## config.mk

```make
export PLATFORM = sky130hd
export DESIGN_NAME = csp_split11
export DESIGN_NICKNAME = d
export VERILOG_FILES = /design/src/rtl/csp_split11_pkg.sv /design/src/rtl/csp_split11_hs_rx.sv /design/src/rtl/csp_split11.sv
export SDC_FILE = /design/constraint.sdc
export NUM_CORES = 1
export LEC_CHECK = 0
export ABC_AREA = 1
export CAP_MARGIN = 20
export CORE_ASPECT_RATIO = 0.9
export CORE_UTILIZATION = 43
export CTS_CLUSTER_SIZE = 14
export DETAILED_ROUTE_END_ITERATION = 6
export MAX_ROUTING_LAYER = met4
export PLACE_DENSITY = 0.75
export SLEW_MARGIN = 20
export SYNTH_ARGS = -nofsm -noshare
export SYNTH_HDL_FRONTEND = slang
export SYNTH_SLANG_ARGS = --single-unit
```

## constraint.sdc

```tcl
create_clock -name clk -period 1.4 [get_ports clk]
set_clock_uncertainty 0.2 [all_clocks]
set_input_delay 0.21 -clock clk [delete_from_list [all_inputs] [get_ports clk]]
set_output_delay 0.21 -clock clk [all_outputs]
set_load 0.01 [all_outputs]
```

## src/rtl/csp_split11_pkg.sv

```systemverilog
// Shared types and widths for the CSP split demultiplexer.
package csp_pkg;

    localparam int CSP_FLIT_W = 11;
    localparam int CSP_CNT_W  = 16;

    typedef enum logic [2:0] {
        C_WAIT = 3'd0,
        C_RTZ  = 3'd1,
        X_WAIT = 3'd2,
        X_RTZ  = 3'd3,
        Z_WAIT = 3'd4,
        Z_RTZ  = 3'd5
    } state_t;

endpackage

```

## src/rtl/csp_split11_hs_rx.sv

```systemverilog
// Four-phase receive slot: captures data and raises ack one edge after req while armed, drops ack one edge after req falls.
// Latency 1 cycle per phase; backpressure: req is simply not acknowledged until the owner arms the slot.
module csp_hs_rx #(
    parameter int W = 1
) (
    input  logic         clk,
    input  logic         reset,
    input  logic         i_arm,
    input  logic         i_req,
    input  logic [W-1:0] i_data,
    output logic         o_ack,
    output logic [W-1:0] o_data,
    output logic         o_take,
    output logic         o_done
);

    logic         r_ack;
    logic [W-1:0] r_data;

    // take and done are mutually exclusive: ack low vs. ack high
    assign o_take = i_arm && !r_ack && i_req;
    assign o_done = r_ack && !i_req;
    assign o_ack  = r_ack;
    assign o_data = r_data;

    always_ff @(posedge clk) begin
        if (!reset) begin
            r_ack  <= 1'b0;
            r_data <= '0;
        end else if (o_take) begin
            r_ack  <= 1'b1;
            r_data <= i_data;
        end else if (o_done) begin
            r_ack  <= 1'b0;
        end
    end

endmodule

```

## src/rtl/csp_split11.sv

```systemverilog
// Steers one X token to Z0 or Z1 by a preceding C select token; z req rises 3 edges after c_req is first sampled, 6-cycle period.
// Backpressure: holds z req and data until the selected ack; no new C/X accepted meanwhile. Macro CSP_SPLIT_COUNT_EN adds cnt0/cnt1.
module csp_split11
    import csp_pkg::*;
#(
    parameter int WIDTH = CSP_FLIT_W
) (
    input  logic             clk,
    input  logic             reset,
    input  logic             c_req,
    input  logic             c_data,
    output logic             c_ack,
    input  logic             x_req,
    input  logic [WIDTH-1:0] x_data,
    output logic             x_ack,
    output logic             z0_req,
    output logic [WIDTH-1:0] z0_data,
    input  logic             z0_ack,
    output logic             z1_req,
    output logic [WIDTH-1:0] z1_data,
    input  logic             z1_ack
`ifdef CSP_SPLIT_COUNT_EN
    ,
    output logic [CSP_CNT_W-1:0] cnt0,
    output logic [CSP_CNT_W-1:0] cnt1
`endif
);

    state_t           r_state;
    logic             r_z0_req;
    logic             r_z1_req;
    logic [WIDTH-1:0] r_z0_data;
    logic [WIDTH-1:0] r_z1_data;

    logic             w_c_take;
    logic             w_c_done;
    logic             w_sel;
    logic             w_x_take;
    logic             w_x_done;
    logic [WIDTH-1:0] w_xbuf;
    logic             w_z_ack;

    csp_hs_rx #(.W(1)) u_c_slot (
        .clk    (clk),
        .reset  (reset),
        .i_arm  (r_state == C_WAIT),
        .i_req  (c_req),
        .i_data (c_data),
        .o_ack  (c_ack),
        .o_data (w_sel),
        .o_take (w_c_take),
        .o_done (w_c_done)
    );

    csp_hs_rx #(.W(WIDTH)) u_x_slot (
        .clk    (clk),
        .reset  (reset),
        .i_arm  (r_state == X_WAIT),
        .i_req  (x_req),
        .i_data (x_data),
        .o_ack  (x_ack),
        .o_data (w_xbuf),
        .o_take (w_x_take),
        .o_done (w_x_done)
    );

    // Only the selected port's ack participates; the other is ignored.
    assign w_z_ack = w_sel ? z1_ack : z0_ack;

    always_ff @(posedge clk) begin
        if (!reset) begin
            r_state   <= C_WAIT;
            r_z0_req  <= 1'b0;
            r_z1_req  <= 1'b0;
            r_z0_data <= '0;
            r_z1_data <= '0;
        end else begin
            case (r_state)
                C_WAIT: if (w_c_take) r_state <= C_RTZ;
                C_RTZ:  if (w_c_done) r_state <= X_WAIT;
                X_WAIT: if (w_x_take) r_state <= X_RTZ;
                X_RTZ: begin
                    if (w_x_done) begin
                        if (w_sel) begin
                            r_z1_data <= w_xbuf;
                            r_z1_req  <= 1'b1;
                        end else begin
                            r_z0_data <= w_xbuf;
                            r_z0_req  <= 1'b1;
                        end
                        r_state <= Z_WAIT;
                    end
                end
                Z_WAIT: begin
                    if (w_z_ack) begin
                        r_z0_req <= 1'b0;
                        r_z1_req <= 1'b0;
                        r_state  <= Z_RTZ;
                    end
                end
                Z_RTZ:  if (!w_z_ack) r_state <= C_WAIT;
                default: r_state <= C_WAIT;
            endcase
        end
    end

    assign z0_req  = r_z0_req;
    assign z1_req  = r_z1_req;
    assign z0_data = r_z0_data;
    assign z1_data = r_z1_data;

`ifdef CSP_SPLIT_COUNT_EN
    logic [CSP_CNT_W-1:0] r_cnt0;
    logic [CSP_CNT_W-1:0] r_cnt1;

    // Counts completed deliveries per port; wraps naturally at the width.
    always_ff @(posedge clk) begin
        if (!reset) begin
            r_cnt0 <= '0;
            r_cnt1 <= '0;
        end else if (r_state == Z_WAIT && w_z_ack) begin
            if (w_sel) r_cnt1 <= r_cnt1 + 1'b1;
            else       r_cnt0 <= r_cnt0 + 1'b1;
        end
    end

    assign cnt0 = r_cnt0;
    assign cnt1 = r_cnt1;
`endif

endmodule

```

==> impl_metrics.toml, run 1 <==
[critical_path]
reg2reg_setup_slack_ns = -0.08
crit_path_max_fanout = 6
required_ns = 1.40
critPathLaunchType = "flop"
reg2reg_to = "z1_data[9]"
r2r-start = "r_state[0]"
worstSetupPathType = "flop to flop"
cp.arrival_ns = 1.48
cp-end-kind = "flop"
ff2ff_path_depth = 6

[pwr]
power.leakage_nw = 1.184
power_switching_mw = 1.291
swShare_pct = 34.76
power_frac_comb_pct = 35.5
clkPwrFrac_pct = 24.9
irDropWorstVdd_uv = 989.1
power_density_mw_per_mm2 = 1422
p_int_mw = 2.424
p_seq_share_pct = 39.6

[clock_network]
path_clk_slew_ns = 0.07
cts_root_buf = "clkbuf_8"
clock_latency_ns = 0.30
htree_levels = 2
cts_sinks = 41
cts_tree = "done"
clk_path_buf_depth = 2
cts_buffers = 5
cts_hold_buf = 0

[worst_hold_path]
hp-class = "flop to flop"
min-delay-start = "z1_data[0]"
min_to = "z1_data[0]"
hold_depth = 2

[yosys]
synth_seq_cells = 41
avgSynthCellArea_um2 = 7.291
yosysWarnings = 0
netlist_area_mm2 = 0.001648
syn_inst = 226
synthesis.nets = 244
synth_seq_area_share_pct = 49.81
synth_cell_types = 21

[sta]
max_freq_mhz = 676.1
fin_ws_ns = -0.07911
timing.final.crit_share_pct = 105.7
grt_setup_unrepaired = "true"
fin_crit_ns = 1.479
maxSlewViolCount = 0
finalSetupTns_ns = -1.371
worstMarginPinSlew_ns = 0.3472
slew_headroom_pct = 76.85
setup_violations = 27
hold_violations = 0

[global_route]
antenna_found_initial = 0
grt.overflow.total = 0
grt_pass1_wl_um = 6975
grt_use_total_pct = 24.38
grt_max_degree = 33
grt_pass1_vias = 1570

[place]
dp.cells = 322
place_area_mm2 = 0.002213
dp_hpwl_um = 2826
gp_congestion = 0.9998
pre_cts_ws_ns = -0.4079
port_buffers = 43

[floorplan]
pin_count = 44
rows = 20
initial_core_util_pct = 46.70
die_y_um = 60.73
die_w_um = 67.26
fp.coreArea_mm2 = 0.003528
die_area_mm2 = 0.004084

[drt]
vias_per_cell = 5.060
ant_nets = 0
wl_um = 4631
drt_iter0_drc = 115
vias = 1695
drt_pass1_iterations = 4
drc = 0
avgRoutedWirePerCell_um = 13.82

[outcome]
violations = "negative setup slack"
status = "finished, violations left"

[finish]
final_cell_count_no_fill = 335
layout_commonest_cell = "nor2_1"
stdcell_area_mm2 = 0.002614
fin_util_pct = 74.08
syn2layout_area_growth_pct = 58.62
nets = 309
diodes = 0
drive_gt1_share_pct = 31.62
layout_common_cells = "nor2_1 (76), dfxtp_1 (37), o21ai_2 (30), dlygate4sd2_1 (25), clkdlybuf4s50_1 (17)"

[run]
drv_cap = 0
==> power by group through the flow <==
| stage | Combinational, mW | Sequential (mW) | Clock (mW) |
|---|---|---|---|
| floorplan | 0.582 | 1.39 | 0 |
| global placement | 0.897 | 1.42 | 0 |
| detailed placement | 0.919 | 1.42 | 0 |
| CTS | 1.10 | 1.43 | 0.925 |
| global route | 1.45 | 1.49 | 0.999 |
| finish | 1.32 | 1.47 | 0.924 |
==> routing by layer <==
layer	GRT usage (%)	up-vias	wire (um)	share of wire, %
li1	-	848	-	-
met1	29.41	785	2092	45
met2	38.57	52	2220	48
met3	6.767	10	208	4.5
met4	9.422	0	110	2.4
met5	-	-	0	0
==> kinds of logic (layout without fill, tap and decap cells) <==
family	after synthesis	after routing	share of synthesized area, %
and+or+nand+nor	117	117	29.76
DFF	41	41	49.81
AOI/OAI and AO/OA	41	41	12.53
buffers and inverters	27	92	7.897
==> cells in the mapped netlist, drive strengths merged <==
library cell	instances	area (um^2)
nand2	19	73.82
a31oi	1	6.260
o21ai	38	190.2
buf	4	41.29
inv	16	60.06
nor3	3	20.02
a21oi	2	10.01
nand4	2	25.02
nand3	7	35.03
dfxtp	41	820.8
nor2	84	322.8
nor4	1	6.260
nand3b	1	7.510
clkbuf	7	28.78
==> worst max-delay path by stage <==
stage | startpoint | to | cells after the start
floorplan | r_state[0] | z0_data[0] | 6
global placement | x_req | r_state[0] | 9
detailed placement | x_req | r_state[0] | 9
CTS | r_state[0] | z1_data[2] | 6
global route | r_state[1] | r_state[2] | 8
finish | r_state[0] | z1_data[9] | 6
==> stage by stage <==
stage | hold slack [ns] | total power [mW]
after CTS | 0.2872 | 3.461
after global routing | 0.3077 | 3.935
after floorplan | 0.1457 | 1.976
final | 0.2817 | 3.716
after detailed placement | 0.2747 | 2.337
after global placement | 0.2614 | 2.312
==> layout make-up <==
type	count	area (um^2)
inverter	16	65.06
fill	275	914.6
clock buffer	5	68.82
timing repair buffer	69	639.4
clock inverter	2	35.03
multi-input combinational	158	914.6
sequential	41	835.8
tap	44	55.05
==> state kept, by name, indices dropped and copies added, names as in the netlist <==
name and count:
u_x_slot.o_ack 1, z1_data 11, r_state 3, z1_req 1
z0_req 1, u_c_slot.o_data 1, u_x_slot.o_data 11, z0_data 11
u_c_slot.o_ack 1
==> repair_timing <==
item                       CTS  global route
pin swaps                    8            14
gates resized for setup     89            46
cloned                       0             1
setup buffers                3             3
setup endpoints to repair   65            41
==> worst max-delay path, cell delays in order (launching register included) <==
cell and delay [ns]:
dfxtp_4 0.42, nand2_4 0.07, nor2_4 0.17, nand4_4 0.15, buf_4 0.18, o21ai_1 0.13
nor2_1 0.05
(Power assumes the default switching activity.)
==> run 2, diff against run 1 <==
--- a/config.mk
+++ b/config.mk
@@ -8,11 +8,12 @@
 export ABC_AREA = 1
 export CAP_MARGIN = 20
 export CORE_ASPECT_RATIO = 0.9
-export CORE_UTILIZATION = 43
+export CORE_UTILIZATION = 45
+export CTS_BUF_LIST = sky130_fd_sc_hd__clkbuf_8
 export CTS_CLUSTER_SIZE = 14
 export DETAILED_ROUTE_END_ITERATION = 6
 export MAX_ROUTING_LAYER = met4
-export PLACE_DENSITY = 0.75
+export PLACE_DENSITY = 0.78
 export SLEW_MARGIN = 20
 export SYNTH_ARGS = -nofsm -noshare
 export SYNTH_HDL_FRONTEND = slang
==> run 2 against run 1 <==
  * The flow still finishes with violations (negative setup slack)
  * Combinational power down 4%
  * Cell count rose by 1.2%
  * Power decreased by 3.0%
  * Hold slack lost 0.079 ns
  * Sequential power increased by 3%
  * Routed wire length fell by 1.6%
  * First-iteration DRC count decreased by 31%
  * Worst setup slack lost 0.047 ns
  * Count of clock-buffer cells in the layout is 1 higher
  * Maximum frequency is 3.1% lower
  * Register-to-register slack got worse by 0.05 ns
  * Die area fell by 4.3%
==> impl_metrics.toml, run 2 (same netlist as run 1, synthesis figures left out) <==
[global_route]
grt_use_total_pct = 22.84
grt_pass1_wl_um = 6430
met1_usage_pct = 28.71
grt_busiest_layer = "met2"
grt_pass1_vias = 1466
grt_max_degree = 20
antenna_found_initial = 0
grt_util_met3_pct = 4.808
grt.overflow.total = 0
grt_use_met2_pct = 36.01

[drt]
avgRoutedWirePerCell_um = 13.44
drc = 0
drt_iter0_drc = 79
vias = 1698
ant_nets = 0
vias_per_cell = 5.009
drt_pass1_iterations = 4
wl_um = 4556

[floorplan]
pin_count = 44
die_w_um = 65.79
rows = 20
initial_core_util_pct = 48.07
fp.coreArea_mm2 = 0.003428
die_y_um = 59.41
die_area_mm2 = 0.003908

[clock_network]
cts_tree = "done"
cts_sinks = 41
htree_levels = 2
cts_hold_buf = 0
clk_path_buf_depth = 2
cts_root_buf = "clkbuf_8"
cts_buffers = 5
path_clk_slew_ns = 0.08
clock_latency_ns = 0.29

[place]
gp_congestion = 0.8719
dp_hpwl_um = 2762
port_buffers = 43
pre_cts_ws_ns = -0.4204

[finish]
syn2layout_area_growth_pct = 58.62
nets = 312
diodes = 0
nFillCells = 249
drive_gt1_share_pct = 32.20
layout_common_cells = "nor2_1 (74), dfxtp_1 (36), dlygate4sd2_1 (26), o21ai_2 (25), buf_4 (17)"
layout_commonest_cell = "nor2_1"

[sta]
slew_headroom_pct = 80.72
maxSlewViolCount = 0
fin_crit_ns = 1.526
timing.final.crit_share_pct = 109.0
worstMarginPinSlew_ns = 0.2883
max_freq_mhz = 655.1
hold_violations = 0
grt_setup_unrepaired = "true"
fin_ws_ns = -0.1264
whs_ns = 0.2030
finalSetupTns_ns = -1.716
setup_violations = 36

[worst_hold_path]
hp-class = "primary input to flop"
min-delay-start = "x_req"

[pwr]
power_switching_mw = 1.294
irDropWorstVdd_uv = 955.8
swShare_pct = 35.92
power_frac_comb_pct = 35.3
power.leakage_nw = 1.192
p_seq_share_pct = 41.9
p_int_mw = 2.309
clkPwrFrac_pct = 22.8
power_density_mw_per_mm2 = 1379

[critical_path]
critPathLaunchType = "flop"
r2r-start = "r_state[0]"
crit_path_max_fanout = 5
worstSetupPathType = "flop to flop"
worstSetupStartpoint = "r_state[0]"
required_ns = 1.39
cp-end-kind = "flop"
cp.arrival_ns = 1.52
reg2reg_setup_slack_ns = -0.13

[outcome]
violations = "negative setup slack"
status = "finished, violations left"

[run]
drv_cap = 0
[run 2: cell types whose count changed in the layout (fill, tap and decap cells not counted), moves of 3 or more]
cell     change
nand3_1      +3
nand3_2      -3
o21ai_0      +5
o21ai_2      -5
[run 2: stage by stage]
stage	cells	utilization (%)	power (mW)	cell area (um^2)
after floorplan	226	-	1.976	1648
after global placement	324	65.00	2.370	2228
after detailed placement	324	65.00	2.370	2228
after CTS	333	72.08	3.375	2471
after global routing	339	76.24	3.772	2614
final	339	76.24	3.603	2614
[run 2: final timing paths]
| check | endpoint | cells after the start |
|---|---|---|
| min | u_x_slot.o_ack | 3 |
| max | r_state[2] | 8 |
| max reg2reg | r_state[2] | 8 |
| min reg2reg | z1_data[4] | 2 |
[run 2: power by group through the flow]
stage | combinational [mW] | sequential, mW | clock (mW)
after floorplan | 0.582 | 1.39 | 0
after global placement | 0.926 | 1.44 | 0
final | 1.27 | 1.51 | 0.822
after CTS | 1.08 | 1.48 | 0.810
after detailed placement | 0.929 | 1.44 | 0
after global routing | 1.37 | 1.52 | 0.879
[run 2: critical path, stage by stage, from the launching register on]
cell,delay [ns]
dfxtp_4,0.41
nor2_2,0.07
buf_4,0.14
nand3_1,0.08
nand2_2,0.08
nor2_4,0.17
nand3b_1,0.12
nand2_1,0.10
inv_1,0.04
[run 2: final cells by class]
class	instances	area, um^2	area share (%)
Inverter	16	72.57	2.776
Sequential cell	41	837.1	32.02
Clock inverter	2	13.76	0.5266
Clock buffer	6	82.58	3.159
Multi-Input combinational cell	158	892.1	34.13
Timing Repair inverter	1	11.26	0.4308
Tap cell	44	55.05	2.106
Timing Repair Buffer	71	649.4	24.84
[run 2: what timing repair did]
item / CTS / global route
setup endpoints to repair: 64 / 41
buffers inserted: 2 / 5
gates resized for setup: 95 / 39
cloned: 0 / 1
pin swaps: 9 / 15
[run 2: per-layer routing]
metal / vias up / wire length [um]
met5: - / 0
met3: 7 / 181
li1: 856 / -
met4: 0 / 78
met1: 792 / 2076
met2: 43 / 2219
==> RTL change 1 (flow settings as in run 1) <==
`CSP_FLIT_W`: 11 -> 15.
--- a/src/rtl/csp_split11_pkg.sv
+++ b/src/rtl/csp_split11_pkg.sv
@@ -3,3 +3,3 @@
 
-    localparam int CSP_FLIT_W = 11;
+    localparam int CSP_FLIT_W = 15;
     localparam int CSP_CNT_W  = 16;
Interface: changed (resized x_data, z0_data and z1_data); port bits go from 44 to 56. No check against the original RTL was run, so the function may have changed too.
==> RTL change 1 against run 1 <==
  * The flow still finishes with violations (negative setup slack)
  * Wire length rose by 17%
  * Total power rose by 13%
  * Final area grew 23%
  * Sequential cell count rose by 12
  * Worst setup slack worse by 0.014 ns
  * Critical path type unchanged
  * Largest power group unchanged
  * Synthesized area grew 29%
  * Core utilization is 4.2 points lower
  * Largest cell class is now flip-flops and latches
  * Count of clock-buffer cells in the layout stayed put
  * Hold slack got worse by 0.13 ns
==> RTL change 1: results (changes against run 1) <==
Critical path
  • R2R depth: 8 (was 6)
  • Crit path from: r_state[1]$_SDFFE_PN0P_ (was r_state[0]$_SDFFE_PN0P_)

Timing
  • Hold_ws: 0.1536 ns (was 0.2817 ns)
  • Endpoints failing setup: 48 (was 27)
  • Final setup margin: -0.09300 ns (was -0.07911 ns)
  • Worst-Margin Slew: 0.2573 ns (was 0.3472 ns)

Yosys
  • Synth cell types: 22 (was 21)
  • Cell count after synthesis: 281 (was 226)
  • Top post-synthesis cells by area: dfxtp_1 (50%), nor2_1 (12%), o21ai_0 (7.1%) (was dfxtp_1 (50%), nor2_1 (19%), o21ai_0 (9.4%))
  • Register area share after synthesis: 50.06% (was 49.81%)

Status
  • Status: finished with violations (unchanged)
  • Violated checks: negative setup slack (unchanged)

GRT
  • Largest net degree at the start of global routing: 23 (was 33)
  • Global routing usage on met2: 36.48% (was 38.57%)
  • Met1 GRT Util: 26.78% (was 29.41%)

Drt
  • Via density: 4.894 (was 5.060)
  • Starting DRT DRC Count: 119 (was 115)
  • WL/cell: 12.82 um (was 13.82 um)

Placement
  • Placed cells: 410 (was 322)
  • Gpl congestion: 0.8654 (was 0.9998)
  • # port buffers: 55 (was 43)
  • Pre-CTS setup slack: -0.3506 ns (was -0.4079 ns)
  • DP Area: 2924 um^2 (was 2213 um^2)

Power
  • Peak supply drop: 0.7045 mV (was 0.9891 mV)
  • Static Leak: 0.001533 uW (was 0.001184 uW)

Worst hold path
  • Min-delay src: x_req (was z1_data[0]$_SDFFE_PN0P_)
  • Worst Hold Path EP: u_x_slot.o_ack$_SDFFE_PN0P_ (was z1_data[0]$_SDFFE_PN0P_)

Finish
  • Layout cells sized above 1: 25.21% (was 31.62%)
  • Fill cells: 390 (was 275)

Clock network
  • Reg clk slew, reported paths: 0.09 ns (was 0.07 ns)
RTL change 1: cell count changes after synthesis, moves of 3 or more:
cell     change
nand2_1      +5
nor2_2      +11
inv_1       +13
o21ai_1     +13
dfxtp_1     +12
nor2_1      -17
buf_2        +3
a21oi_1     +18
RTL change 1: repair_timing:
item	in CTS	in global routing
hold buffers	0	0
pin swaps	4	11
setup buffers	2	2
gates resized for setup	73	27
cloned	1	0
setup endpoints to repair	82	51
RTL change 1: logic make-up after synthesis:
logic type / after synthesis / synth area share, %
AO/OA/AOI/OAI: 71 / 16.82
buffers and inverters: 42 / 8.855
flip-flops: 53 / 50.06
AND/OR/NAND/NOR: 115 / 24.26
RTL change 1: metrics by stage:
| step | utilization, % | setup TNS, ns |
|---|---|---|
| 2_1_floorplan | - | 0 |
| 4_1_cts | 68.04 | -0.5262 |
| 3_3_place_gp | 63.51 | -13.54 |
| 3_5_place_dp | 63.51 | -14.66 |
| 6_report | 69.89 | -1.878 |
| 5_1_grt | 69.89 | -5.207 |
RTL change 1: area by class of cell:
cell class / instances / area, um^2 / share of cell area (%)
clock buffers: 5 / 68.82 / 2.138
clock inverters: 3 / 65.06 / 2.022
inverters: 30 / 130.1 / 4.044
multi-input cells: 186 / 960.9 / 29.86
flip-flops and latches: 53 / 1079 / 33.51
well taps: 62 / 77.57 / 2.411
repair buffers: 84 / 837.1 / 26.01
RTL change 1: worst max-delay path: stages, from the launching register on:
cell and delay [ns]:
dfxtp_4 0.41, nor2_2 0.06, buf_4 0.13, nand3_1 0.07, nand2_1 0.10, nor2_4 0.17, nand3_1 0.12, nand2_1 0.10
nor2_1 0.04
RTL change 1: power by group:
group / switching, uW / internal, uW / total [uW]
Sequential: 170 / 1670 / 1840
Combinational: 612 / 555 / 1170
Clock: 481 / 710 / 1190
Total: 1260 / 2930 / 4190
==> RTL change 2 (flow settings as in run 1) <==
Made on the original files. Encoding of `state_t`: now one-hot (6 bits for 6 states).
--- a/src/rtl/csp_split11_pkg.sv
+++ b/src/rtl/csp_split11_pkg.sv
@@ -6,9 +6,9 @@
 
-    typedef enum logic [2:0] {
-        C_WAIT = 3'd0,
-        C_RTZ  = 3'd1,
-        X_WAIT = 3'd2,
-        X_RTZ  = 3'd3,
-        Z_WAIT = 3'd4,
-        Z_RTZ  = 3'd5
+    typedef enum logic [5:0] {
+        C_WAIT = 6'b000001,
+        C_RTZ  = 6'b000010,
+        X_WAIT = 6'b000100,
+        X_RTZ  = 6'b001000,
+        Z_WAIT = 6'b010000,
+        Z_RTZ  = 6'b100000
     } state_t;
Formal check against the unedited RTL: no difference found for any inputs over 10 cycles, from zero or initial values and one cycle with reset low; not proved beyond that.
==> RTL change 2 against run 1 <==
  * The run still ends with negative setup slack left
  * Core utilization is 5.6 points lower
  * Sequential cell count is 3 higher
  * Worst setup slack worse by 0.10 ns
  * Final area is 1.2% higher
  * Synthesized area is 9.2% higher
  * First-iteration DRC count is 21% higher
  * Wire length is 4.1% lower
  * Critical endpoint is now z1_data[6]$_SDFFE_PN0P_
Power is not compared: it rests on default switching activity, and its combinational part moved more than twofold at a synthesized area within 25%.
==> RTL change 2: results (changes against run 1) <==
Status
  • Status: finished with violations (unchanged)
  • Violated checks: negative setup slack (unchanged)

Finish
  • Fin nets: 330 (was 309)
  • Register area: 889.6 um^2 (was 835.8 um^2)
  • Clock buffers: 6 (was 5)
  • Inverters: 20 (was 16)
  • ClkCell Share: 4.066% (was 3.973%)
  • Multi-input logic cell count: 167 (was 158)
  • Fill cells: 330 (was 275)
  • Sequential cell area share: 33.62% (was 31.98%)

Timing
  • Endpoints failing setup: 42 (was 27)
  • Setup_tns: -4.353 ns (was -1.371 ns)
  • Final setup margin: -0.1815 ns (was -0.07911 ns)

Drt
  • Met1 wire length: 2118 um (was 2092 um)
  • WL met2: 2017 um (was 2220 um)
  • Via density: 4.944 (was 5.060)
  • WL met3: 228 um (was 208 um)
  • WL/cell: 12.37 um (was 13.82 um)

Clock network
  • Post-CTS sizing: 61 (was 89)

GRT
  • Global-route wire length before repair: 7686 um (was 6975 um)
  • Global routing usage on met2: 33.65% (was 38.57%)
  • Largest net degree at the start of global routing: 39 (was 33)

Placement
  • DP Area: 2410 um^2 (was 2213 um^2)
  • Pre-CTS setup slack: -0.3950 ns (was -0.4079 ns)
  • Placed cells: 343 (was 322)

Yosys
  • Top post-synthesis cells by area: dfxtp_1 (49%), nor2_1 (16%), o21ai_0 (9.5%) (was dfxtp_1 (50%), nor2_1 (19%), o21ai_0 (9.4%))
  • Mapped Nets: 259 (was 244)

Critical path
  • Arrival @ worst endpoint: 1.61 ns (was 1.48 ns)
-- RTL change 2: cell types whose count changed after synthesis, sizes merged, moves of 4 or more --
cell | run 1 | this run
nor2 | 84 | 89
clkbuf | 7 | 3
inv | 16 | 20
a21oi | 2 | 7
-- RTL change 2: worst paths after layout --
path                                               from                      end  slack [ns]  cells after the start
worst max-delay path            r_state[0]$_SDFFE_PN1P_  z1_data[6]$_SDFFE_PN0P_       -0.18                      8
worst min-delay path                z0_req$_SDFFE_PN0P_      z0_req$_SDFFE_PN0P_        0.29                      2
worst max register to register  r_state[0]$_SDFFE_PN1P_  z1_data[6]$_SDFFE_PN0P_       -0.18                      8
worst min register to register      z0_req$_SDFFE_PN0P_      z0_req$_SDFFE_PN0P_        0.29                      2
-- RTL change 2: power breakdown --
group	leakage (uW)	internal (uW)	switching, uW
Clock	0.0000552	530	409
Sequential	0.000358	1270	15.4
Combinational	0.000929	150	145
